**src/rtl/mips_sim_pkg.sv**
```systemverilog
// Shared types and defaults for the CPU boot/run controller.
// Holds the controller state encoding and default run parameters.
package mips_sim_pkg;

    typedef enum logic [2:0] {
        IDLE,
        LOAD,
        RST_HOLD,
        RUN,
        DONE
    } boot_state_t;

    localparam int DEF_MAX_CYCLES = 100;
    localparam int DEF_RST_CYCLES = 2;

    function automatic int max_int(input int a, input int b);
        return (a > b) ? a : b;
    endfunction

endpackage

```
**src/rtl/sim_cnt.sv**
```systemverilog
// Generic loadable down-counter; flags the final counted cycle (count == 1).
// Load wins over decrement; decrement saturates at zero.
module sim_cnt #(
    parameter int W = 8
) (
    input  logic         clk,
    input  logic         resetn,
    input  logic         load,
    input  logic [W-1:0] load_val,
    input  logic         en,
    output logic         last
);

    logic [W-1:0] count;

    always_ff @(posedge clk or negedge resetn) begin
        if (!resetn) begin
            count <= '0;
        end else if (load) begin
            count <= load_val;
        end else if (en && (count != '0)) begin
            count <= count - 1'b1;
        end
    end

    assign last = (count == W'(1));

endmodule

```
**src/rtl/cpu_boot_ctrl.sv**
```systemverilog
// Boot/run controller: streams an image into imem, holds the CPU in reset, then runs it to halt or budget.
// Writes land one cycle after each load handshake; load_ready is high only while LOAD awaits words.
module cpu_boot_ctrl
    import mips_sim_pkg::*;
#(
    parameter int ADDR_W     = 10,
    parameter int DATA_W     = 32,
    parameter int NUM_WORDS  = 256,
    parameter bit LOAD_EN    = 1'b1,
    parameter int RST_CYCLES = DEF_RST_CYCLES,
    parameter int MAX_CYCLES = DEF_MAX_CYCLES,
    parameter int CNT_W      = $clog2(MAX_CYCLES + 1)
) (
    input  logic              clk,
    input  logic              resetn,
    input  logic              start,
    input  logic              load_valid,
    input  logic [DATA_W-1:0] load_data,
    output logic              load_ready,
    output logic              imem_we,
    output logic [ADDR_W-1:0] imem_addr,
    output logic [DATA_W-1:0] imem_wdata,
    output logic              cpu_resetn,
    input  logic              halt,
    output logic              done,
    output logic              timeout,
    output logic [CNT_W-1:0]  cycle_count
);

    // One timer serves both the reset hold and the run budget, so size it for the larger.
    localparam int                TW       = $clog2(max_int(MAX_CYCLES, RST_CYCLES) + 1);
    localparam logic [ADDR_W-1:0] LAST_IDX = ADDR_W'(NUM_WORDS - 1);

    boot_state_t       state, state_d;
    logic [ADDR_W-1:0] idx, idx_d;
    logic              imem_we_d;
    logic [ADDR_W-1:0] imem_addr_d;
    logic [DATA_W-1:0] imem_wdata_d;
    logic              load_ready_d;
    logic              cpu_resetn_d;
    logic              done_d;
    logic              timeout_d;
    logic [CNT_W-1:0]  cycle_count_d;
    logic              tmr_load;
    logic              tmr_en;
    logic              tmr_last;
    logic [TW-1:0]     tmr_val;
    logic              handshake;

    assign handshake = load_valid && load_ready;

    sim_cnt #(
        .W (TW)
    ) u_tmr (
        .clk      (clk),
        .resetn   (resetn),
        .load     (tmr_load),
        .load_val (tmr_val),
        .en       (tmr_en),
        .last     (tmr_last)
    );

    always_ff @(posedge clk or negedge resetn) begin
        if (!resetn) begin
            state       <= IDLE;
            idx         <= '0;
            imem_we     <= 1'b0;
            imem_addr   <= '0;
            imem_wdata  <= '0;
            load_ready  <= 1'b0;
            cpu_resetn  <= 1'b0;
            done        <= 1'b0;
            timeout     <= 1'b0;
            cycle_count <= '0;
        end else begin
            state       <= state_d;
            idx         <= idx_d;
            imem_we     <= imem_we_d;
            imem_addr   <= imem_addr_d;
            imem_wdata  <= imem_wdata_d;
            load_ready  <= load_ready_d;
            cpu_resetn  <= cpu_resetn_d;
            done        <= done_d;
            timeout     <= timeout_d;
            cycle_count <= cycle_count_d;
        end
    end

    always_comb begin
        state_d       = state;
        idx_d         = idx;
        imem_we_d     = 1'b0;
        imem_addr_d   = imem_addr;
        imem_wdata_d  = imem_wdata;
        timeout_d     = timeout;
        cycle_count_d = cycle_count;
        tmr_load      = 1'b0;
        tmr_en        = 1'b0;
        tmr_val       = TW'(RST_CYCLES);

        case (state)
            IDLE, DONE: begin
                if (start) begin
                    timeout_d     = 1'b0;
                    cycle_count_d = '0;
                    idx_d         = '0;
                    if (LOAD_EN) begin
                        state_d = LOAD;
                    end else begin
                        state_d  = RST_HOLD;
                        tmr_load = 1'b1;
                    end
                end
            end
            LOAD: begin
                if (handshake) begin
                    imem_we_d    = 1'b1;
                    imem_addr_d  = idx;
                    imem_wdata_d = load_data;
                    idx_d        = idx + 1'b1;
                    if (idx == LAST_IDX) begin
                        state_d  = RST_HOLD;
                        tmr_load = 1'b1;
                    end
                end
            end
            RST_HOLD: begin
                if (tmr_last) begin
                    state_d  = RUN;
                    tmr_load = 1'b1;
                    tmr_val  = TW'(MAX_CYCLES);
                end else begin
                    tmr_en = 1'b1;
                end
            end
            RUN: begin
                cycle_count_d = cycle_count + 1'b1;
                tmr_en        = 1'b1;
                // A halt on the budget's final cycle still counts as a clean finish.
                if (halt) begin
                    state_d   = DONE;
                    timeout_d = 1'b0;
                end else if (tmr_last) begin
                    state_d   = DONE;
                    timeout_d = 1'b1;
                end
            end
            default: state_d = IDLE;
        endcase

        load_ready_d = (state_d == LOAD);
        cpu_resetn_d = (state_d == RUN);
        done_d       = (state_d == DONE);
    end

endmodule

```
**config.mk**
```make
export PLATFORM = sky130hd
export DESIGN_NAME = cpu_boot_ctrl
export DESIGN_NICKNAME = d
export VERILOG_FILES = /design/src/rtl/mips_sim_pkg.sv /design/src/rtl/sim_cnt.sv /design/src/rtl/cpu_boot_ctrl.sv
export SDC_FILE = /design/constraint.sdc
export NUM_CORES = 1
export LEC_CHECK = 0
export ABC_AREA = 1
export CAP_MARGIN = 25
export CORE_ASPECT_RATIO = 1.2
export CORE_UTILIZATION = 45
export CTS_BUF_LIST = sky130_fd_sc_hd__clkbuf_4 sky130_fd_sc_hd__clkbuf_8
export CTS_CLUSTER_SIZE = 24
export DETAILED_ROUTE_END_ITERATION = 10
export PLACE_DENSITY = 0.79
export SLEW_MARGIN = 20
export SYNTH_ARGS = -nofsm -noshare
export SYNTH_HDL_FRONTEND = slang
export SYNTH_HIERARCHICAL = 1
export SYNTH_SLANG_ARGS = --single-unit
```
**constraint.sdc**
```tcl
create_clock -name clk -period 4.64 [get_ports clk]
set_input_delay 1.392 -clock clk [delete_from_list [all_inputs] [get_ports clk]]
set_output_delay 1.392 -clock clk [all_outputs]
set_load 0.02 [all_outputs]
```
==> results of run 1 <==
-- where the power goes --
| part | switching (mW) | internal (mW) |
|---|---|---|
| clock | 0.245 | 0.302 |
| combinational | 0.736 | 0.530 |
| sequential | 0.160 | 0.873 |
-- cells in the mapped netlist (all sizes together) --
master / count / area (sq um)
o22ai: 1 / 6.26
dfrtp: 74 / 1850
o21bai: 1 / 7.51
nand3b: 1 / 7.51
or2: 1 / 6.26
xnor2: 1 / 8.76
buf: 7 / 42.5
o21a: 1 / 7.51
nand3: 22 / 120
xor2: 1 / 8.76
conb: 1 / 3.75
ha: 5 / 62.6
clkbuf: 4 / 15.0
nor3: 3 / 15.0
a21oi: 10 / 50.1
nor2: 31 / 144
mux2i: 1 / 10.0
nand4: 3 / 18.8
a211oi: 1 / 7.51
nand2: 178 / 714
a31oi: 1 / 6.26
o21ai: 25 / 136
inv: 33 / 124
-- through the flow --
step                hold slack, ps  setup slack [ps]  cell area (sq um)  utilization (%)  power [mW]
finish                         490              1840               4600             63.2        2.85
global placement               462              1580               4360             59.9        2.28
floorplan                      486              1990               3380                -        1.76
CTS                            490              1830               4580             62.9        2.87
detailed placement             468              1530               4360             59.9        2.31
global route                   511              1760               4600             63.2        3.04
-- kinds of logic after synthesis --
group                      Yosys count
AOI/OAI and AO/OA                   40
xor gates and xnor gates             2
adders and majority gates            5
buffers and inverters               44
DFF                                 74
muxes                                1
other                                1
and+or+nand+nor                    239
-- layout make-up --
type | instances | area [sq um] | share of cell area (%)
flip-flops and latches | 74 | 1850 | 40.3
multi-input cells | 290 | 1350 | 29.3
repair buffers | 94 | 941 | 20.5
clock buffers | 9 | 124 | 2.70
inverters | 33 | 124 | 2.70
well taps | 90 | 113 | 2.45
clock inverters | 7 | 93.8 | 2.04
-- cells in the final DEF, fill, tap and decap left out, drive strengths merged --
cell type      instances
clkinv                 3
ha                     5
o21a                   1
nand3b                 1
clkdlybuf4s50         89
inv                   33
xnor2                  1
clkinvlp               2
bufinv                 2
nand3                 22
o22ai                  1
a211oi                 1
a31oi                  1
or2                    1
conb                   3
xor2                   1
o21ai                 25
nand2                178
nand4                  3
nor2                  31
buf                    5
mux2i                  1
a21oi                 10
nor3                   3
clkbuf                 9
dfrtp                 74
o21bai                 1
-- worst min path at each step --
stage                   start  cells after the start             end
2_1_floorplan          idx[4]                      2    imem_addr[4]
3_3_place_gp   imem_wdata[17]                      2  imem_wdata[17]
3_5_place_dp   imem_wdata[20]                      2  imem_wdata[20]
4_1_cts        imem_wdata[23]                      2  imem_wdata[23]
5_1_grt        imem_wdata[20]                      2  imem_wdata[20]
6_report        imem_wdata[0]                      2   imem_wdata[0]
-- tightest hold or removal path, stage by stage (launching register included) --
cell,delay [ps]
dfrtp_1,350
nand2_1,50
nand2_1,60
-- registers in the layout (all words and copies together), names as in the netlist --
name         count
cpu_resetn       1
cycle_count      7
done             1
idx             10
imem_addr       10
imem_wdata      32
imem_we          1
load_ready       1
state            3
timeout          1
u_tmr/count      7
-- routing by layer --
metal / track usage (%) / wire length (microns)
met5: 0 / 0
met3: 6.60 / 530
met1: 26.4 / 3230
met4: 10.2 / 144
met2: 34.5 / 3770
==> impl_metrics.tcl, run 1 <==
set metrics [dict create \
    ys_seq_area_share_pct 54.9 \
    synth_xor_area_share_pct 0.519 \
    rsz0062_at_grt "no" \
    synth-simple-area-share_pct 30.4 \
    insertion_delay_ps 350 \
    clk_pin_slew_ps 80 \
    end_kind "output pin" \
    crit_required_ps 3250 \
    rows 34 \
    max_freq_mhz 357 \
    cap_violations 0 \
    p_leak_nw 2.25 \
    yosysWarnings 6 \
    powerDensity_nw_per_um2 619 \
    portBuffers 90 \
    crit_start "cycle_count[0]" \
    synth_area_per_cell_sq_um 8.31 \
    peakVddDrop_mv 0.363 \
    max_stage_delay_ps 630 \
    setup_tns_ps 0 \
    final_hold_viol_count 0 \
    dp_cells 580 \
    start_util_pct 46.4 \
    numCtsBuffers 9 \
    globalplace.congestion 0.888 \
    drtAntennaViolNets 0 \
    drive_gt1_share_pct 9.47 \
    min_period_ps 2800 \
    startpoint_type "flop" \
    synth_compound_area_share_pct 6.56 \
    routed_wl_microns 7670 \
    yosys.area_share.adder_pct 1.85 \
    drc_errors 0 \
    cts_setup_buffers 0 \
    drtIter0Drc 110 \
    syn-cell-area_sq_um 3370 \
    dieArea_sq_um 7850 \
    finalSetupViolations 0 \
    synth_mux_area_share_pct 0.297 \
    cp.arrival_ps 1410 \
    stdcell_count 597 \
    core_sq_um 7270 \
    r2r_start "u_tmr/count[1]" \
    syn_to_final_growth_pct 36.2 \
    yosys.cell_types.count 32 \
    endpoint "cycle_count[0]" \
    antenna_found_initial 0 \
    wl_per_cell_microns 12.8 \
    fin_worst_skew_ps 9.92 \
    outcome "finished, final reports clean" \
    r2r-end "u_tmr/count[3]" \
    reg2reg_depth 13 \
    viasPerCell 4.89 \
    dp_hpwl_microns 5320 \
    grt_pass1_vias 2953 \
    track_usage_pct 21.6 \
    vias 2920 \
    cpMaxStageDelayCell "clkdlybuf4s50_1" \
    max_slew.worst_pin.slew_ps 534 \
    reg2reg_slack_ps 2080 \
    firstDrtPassIters 4 \
    synth_top_family_by_area "simple AND/OR/NAND/NOR gates" \
    slew_viol_final 0 \
    cts-root-buf "clkbuf_8" \
    chipWidth_microns 81.1 \
    ctsResizeCount 0 \
    maxSlewHeadroom_pct 64.1 \
    yosys_register_bits 74 \
    io_pins 91 \
    critical_path.top_delay_family "buffers and inverters" \
    clockBufferDepth 2 \
    gr-total-overflow 0 \
    finalCritPeriodShare_pct 60.3 \
    path_cells "clkdlybuf4s50_1" \
    grt_pass1_wl_microns 13100 \
    fill_cells 628 \
    grt_start_max_net_pins 75 \
    syn_inst 406 \
    crit_type "reg2out" \
    nets 544 \
    htreeDepth 3 \
    crit_fanout 5 \
    diodes 0 \
    clkSinkCount 74 \
    tritoncts "yes" \
    ctsHoldBuffers 0 \
    hold_class "reg2reg" \
    cp.depth 1 \
    crit_buf_inv 1 \
    dieHeight_microns 96.9 \
]
Note: power is estimated with default switching activity, not from simulation.
==> run 2, diff against run 1 <==
==> constraint.sdc (replaced) <==
create_clock -name clk -period 2.85 [get_ports clk]
set_input_delay 0.855 -clock clk [delete_from_list [all_inputs] [get_ports clk]]
set_output_delay 0.855 -clock clk [all_outputs]
set_load 0.02 [all_outputs]
==> impl_metrics.tcl, run 2 (same netlist as run 1, synthesis figures left out) <==
set metrics [dict create \
    min_period_ps 2240 \
    dpl-instance-area_sq_um 4390 \
    nets 546 \
    cts_setup_buffers 0 \
    ctsResizeCount 0 \
    syn_to_final_growth_pct 35.4 \
    slew_viol_final 0 \
    reg.largest.list "imem_wdata: 32 flops, idx: 10 flops, imem_addr: 10 flops" \
    cp.arrival_ps 1390 \
    crit_type "reg2out" \
    grt_start_max_net_pins 53 \
    holdWs_ps 403 \
    startpoint_type "flop" \
    insertion_delay_ps 340 \
    viasPerCell 4.88 \
    drtAntennaViolNets 0 \
    peakVddDrop_mv 0.610 \
    numCtsBuffers 9 \
    end_kind "output pin" \
    final_cell_area_sq_um 4570 \
    grt_pass1_wl_microns 12800 \
    firstDrtPassIters 7 \
    final_cell_mix "169 x nand2_1, 89 x clkdlybuf4s50_1, 74 x dfrtp_1" \
    crit_fanout 5 \
    htreeDepth 3 \
    reg2reg_depth 12 \
    clockBufferDepth 2 \
    portBuffers 90 \
    max_freq_mhz 446 \
    max_stage_delay_ps 630 \
    globalplace.congestion 0.847 \
    rsz0062_at_grt "no" \
    wl_per_cell_microns 12.4 \
    final_hold_viol_count 0 \
    regMostFlops "imem_wdata" \
    routed_wl_microns 7420 \
    start_util_pct 46.4 \
    cts-root-buf "clkbuf_8" \
    clkSinkCount 74 \
    grt_pass1_vias 2918 \
    critical_path.top_delay_family "buffers and inverters" \
    setup_tns_ps 0 \
    track_usage_pct 21.4 \
    clk_pin_slew_ps 80 \
    rows 34 \
    tritoncts "yes" \
    cp.depth 1 \
    crit_required_ps 2000 \
    cpMaxStageDelayCell "clkdlybuf4s50_1" \
    diodes 0 \
    layout_commonest_cell "nand2_1" \
    powerDensity_nw_per_um2 974 \
    dp_hpwl_microns 5300 \
    p_leak_nw 2.25 \
    crit_buf_inv 1 \
    vias 2923 \
    path_cells "clkdlybuf4s50_1" \
    fill_cells 589 \
    outcome "finished, final reports clean" \
    fin_worst_skew_ps 11.5 \
    ctsHoldBuffers 0 \
    drc_errors 0 \
    io_pins 91 \
    drtIter0Drc 79 \
    finalCritPeriodShare_pct 78.7 \
    dieHeight_microns 96.9 \
    antenna_found_initial 0 \
    finalSetupViolations 0 \
    dieArea_sq_um 7850 \
    core_sq_um 7270 \
    chipWidth_microns 81.1 \
    hold_class "in2async" \
    drive_gt1_share_pct 9.82 \
    gr-total-overflow 0 \
    cap_violations 0 \
    largest_register_ffs 32 \
]
-- run 2: changes by cell type in the layout (fill, tap and decap cells not counted) --
cell / change
clkinvlp_4: -1
clkinv_4: +2
clkbuf_4: +1
bufinv_16: -2
buf_4: +2
-- run 2: final timing paths --
path / startpoint / slack, ps / endpoint
max: cycle_count[2] / 610 / cycle_count[2]
min: resetn / 400 / imem_addr[2]
max reg2reg: u_tmr/count[1] / 630 / u_tmr/count[3]
min reg2reg: imem_wdata[14] / 480 / imem_wdata[14]
max in group asynchronous: resetn / 1880 / idx[7]
min in group clk: imem_wdata[14] / 480 / imem_wdata[14]
-- run 2: cell type report --
cell class	count	area (sq um)	share of cell area [%]
flip-flops and latches	74	1850	40.5
repair buffers	96	956	20.9
well taps	90	113	2.47
multi-input cells	290	1350	29.5
clock inverters	6	43.8	0.959
inverters	33	124	2.71
clock buffers	10	131	2.88
-- run 2: metrics by stage --
stage	util, %	instances	setup slack, ps	power (mW)
after floorplan	-	408	712	2.87
after global placement	60.4	583	347	3.71
after detailed placement	60.4	583	277	3.75
after CTS	62.8	599	585	4.49
after global routing	62.8	599	392	4.79
final	62.8	599	606	4.45
-- run 2: layer usage --
metal / vias to the layer above / global-route usage [%] / wire [microns] / part of all wire [%]
met2: 90 / 33.6 / 3560 / 48
met4: 0 / 8.52 / 87 / 1.2
li1: 1458 / - / - / -
met5: - / 0 / 0 / 0
met1: 1367 / 26.4 / 3240 / 44
met3: 8 / 7.45 / 525 / 7.1
-- run 2: power by group --
group	total, mW	switching (mW)	internal (mW)
clock network	0.714	0.387	0.327
registers	1.68	0.260	1.42
logic	2.05	1.18	0.870
total	4.45	1.83	2.62
==> run 3, diff against run 2 <==
--- a/config.mk
+++ b/config.mk
@@ -12,7 +12,7 @@
 export CTS_BUF_LIST = sky130_fd_sc_hd__clkbuf_4 sky130_fd_sc_hd__clkbuf_8
 export CTS_CLUSTER_SIZE = 24
 export DETAILED_ROUTE_END_ITERATION = 10
-export PLACE_DENSITY = 0.79
+export PLACE_DENSITY = 0.82
 export SLEW_MARGIN = 20
 export SYNTH_ARGS = -nofsm -noshare
 export SYNTH_HDL_FRONTEND = slang
==> constraint.sdc (replaced) <==
create_clock -name clk -period 1.98 [get_ports clk]
set_input_delay 0.594 -clock clk [delete_from_list [all_inputs] [get_ports clk]]
set_output_delay 0.594 -clock clk [all_outputs]
set_load 0.02 [all_outputs]
==> impl_metrics.tcl, run 3 (same netlist as run 1, synthesis figures left out) <==
set metrics [dict create \
    crit_start "cycle_count[6]" \
    path_cells "clkdlybuf4s50_1" \
    grt_start_max_net_pins 47 \
    setup_ws_ps 42.0 \
    gr-total-overflow 0 \
    clk_pin_slew_ps 80 \
    htreeDepth 3 \
    numCtsBuffers 9 \
    final_hold_viol_count 0 \
    final_cell_mix "169 x nand2_1, 82 x clkdlybuf4s50_1, 74 x dfrtp_1" \
    clockBufferDepth 2 \
    hold_class "in2async" \
    rows 34 \
    critical_path.top_delay_family "buffers and inverters" \
    crit_type "reg2out" \
    drtIter0Drc 144 \
    r2r_start "u_tmr/count[4]" \
    wl_per_cell_microns 13.3 \
    syn_to_final_growth_pct 41.1 \
    chipWidth_microns 81.1 \
    dieArea_sq_um 7850 \
    drc_errors 0 \
    clkSinkCount 74 \
    max_stage_delay_ps 610 \
    fill_cells 581 \
    p_leak_nw 2.42 \
    dieHeight_microns 96.9 \
    grt_pass1_wl_microns 13600 \
    finalPower_mw 6.82 \
    insertion_delay_ps 350 \
    viasPerCell 4.89 \
    cts-root-buf "clkbuf_8" \
    end_kind "output pin" \
    cpMaxStageDelayCell "clkdlybuf4s50_1" \
    diodes 0 \
    place_ws_ps -221 \
    vias 3006 \
    drive_gt1_share_pct 14.1 \
    io_pins 91 \
    crit_buf_inv 1 \
    powerDensity_nw_per_um2 1430 \
    grt_pass1_vias 3012 \
    dp_cells 597 \
    layout_commonest_cell "nand2_1" \
    cp.depth 1 \
    finalCritPeriodShare_pct 97.9 \
    start_util_pct 46.4 \
    largest_register_ffs 32 \
    firstDrtPassIters 5 \
    stdcell_count 615 \
    finalSetupViolations 0 \
    fin_worst_skew_ps 8.58 \
    dp_hpwl_microns 5820 \
    outcome "finished, final reports clean" \
    globalplace.congestion 0.827 \
    core_sq_um 7270 \
    antenna_found_initial 0 \
    portBuffers 90 \
    slew_viol_final 0 \
    holdWs_ps 171 \
    reg2reg_slack_ps 120 \
    regMostFlops "imem_wdata" \
    cp.arrival_ps 1340 \
    cap_violations 0 \
    routed_wl_microns 8170 \
    tritoncts "yes" \
    reg2reg_depth 14 \
    startpoint_type "flop" \
    min_period_ps 1940 \
    dpl-instance-area_sq_um 4520 \
    reg.largest.list "imem_wdata: 32 flops, idx: 10 flops, imem_addr: 10 flops" \
    final_cell_area_sq_um 4760 \
    peakVddDrop_mv 0.813 \
    drtAntennaViolNets 0 \
    nets 562 \
    track_usage_pct 22.4 \
    crit_required_ps 1390 \
    max_freq_mhz 516 \
    crit_fanout 3 \
]
run 3: cell count changes in the layout (fill, tap and decap cells not counted), sizes merged:
cell           previous run  this run
clkdlybuf4s50            89        82
dlygate4sd2               0         4
dlymetal6s2s              0         3
buf                       7        23
bufinv                    0         1
clkinvlp                  1         2
clkinv                    5         2
inv                      33        34
run 3: timing repair:
item	4_1_cts	5_1_grt
pin swaps	1	2
hold buffers	0	0
buffers inserted	0	2
cloned	0	0
resized for setup	8	8
setup endpoints to repair	10	10
run 3: area by class of cell:
cell class                      count  area (sq um)  share of cell area, %
Sequential cell                    74          1850                   38.9
Multi-Input combinational cell    290          1380                   28.9
Timing Repair Buffer              112          1090                   23.0
Clock buffer                       10           138                   2.89
Inverter                           33           124                   2.60
Tap cell                           90           113                   2.37
Clock inverter                      6          63.8                   1.34
run 3: metrics by stage:
step           TNS, ps  util (%)
6_report             0      65.4
5_1_grt          -25.7      65.4
4_1_cts              0      65.0
3_5_place_dp     -4490      62.2
3_3_place_gp     -2790      62.2
2_1_floorplan        0         -
run 3: report_power, final:
| part | total (mW) | switching (mW) | internal, mW |
|---|---|---|---|
| Clock | 1.19 | 0.578 | 0.616 |
| Combinational | 3.20 | 1.80 | 1.39 |
| Sequential | 2.43 | 0.381 | 2.05 |
run 3: worst register-to-register path, stage by stage, from the launching register on:
cell     delay, ps
dfrtp_1        390
inv_2          100
nand2_4         70
nor2_4          90
nand2_1         60
nor2_2         140
inv_2           60
nor3_4         160
inv_2           60
o21ai_2         60
buf_4          130
inv_2           40
or2_2          270
nand3_2         70
nand2_1         50
run 3: metal layers:
layer	global-route usage, %	wire [microns]	vias up
met4	7.42	117	0
met5	0	0	-
met3	6.51	564	11
met1	27.3	3350	1415
li1	-	-	1490
met2	37.3	4140	90
run 3: final timing paths:
path                                  end
min in group clk           imem_wdata[28]
min reg2reg                imem_wdata[28]
max                        cycle_count[6]
max reg2reg                u_tmr/count[3]
min                            cpu_resetn
max in group asynchronous          idx[5]
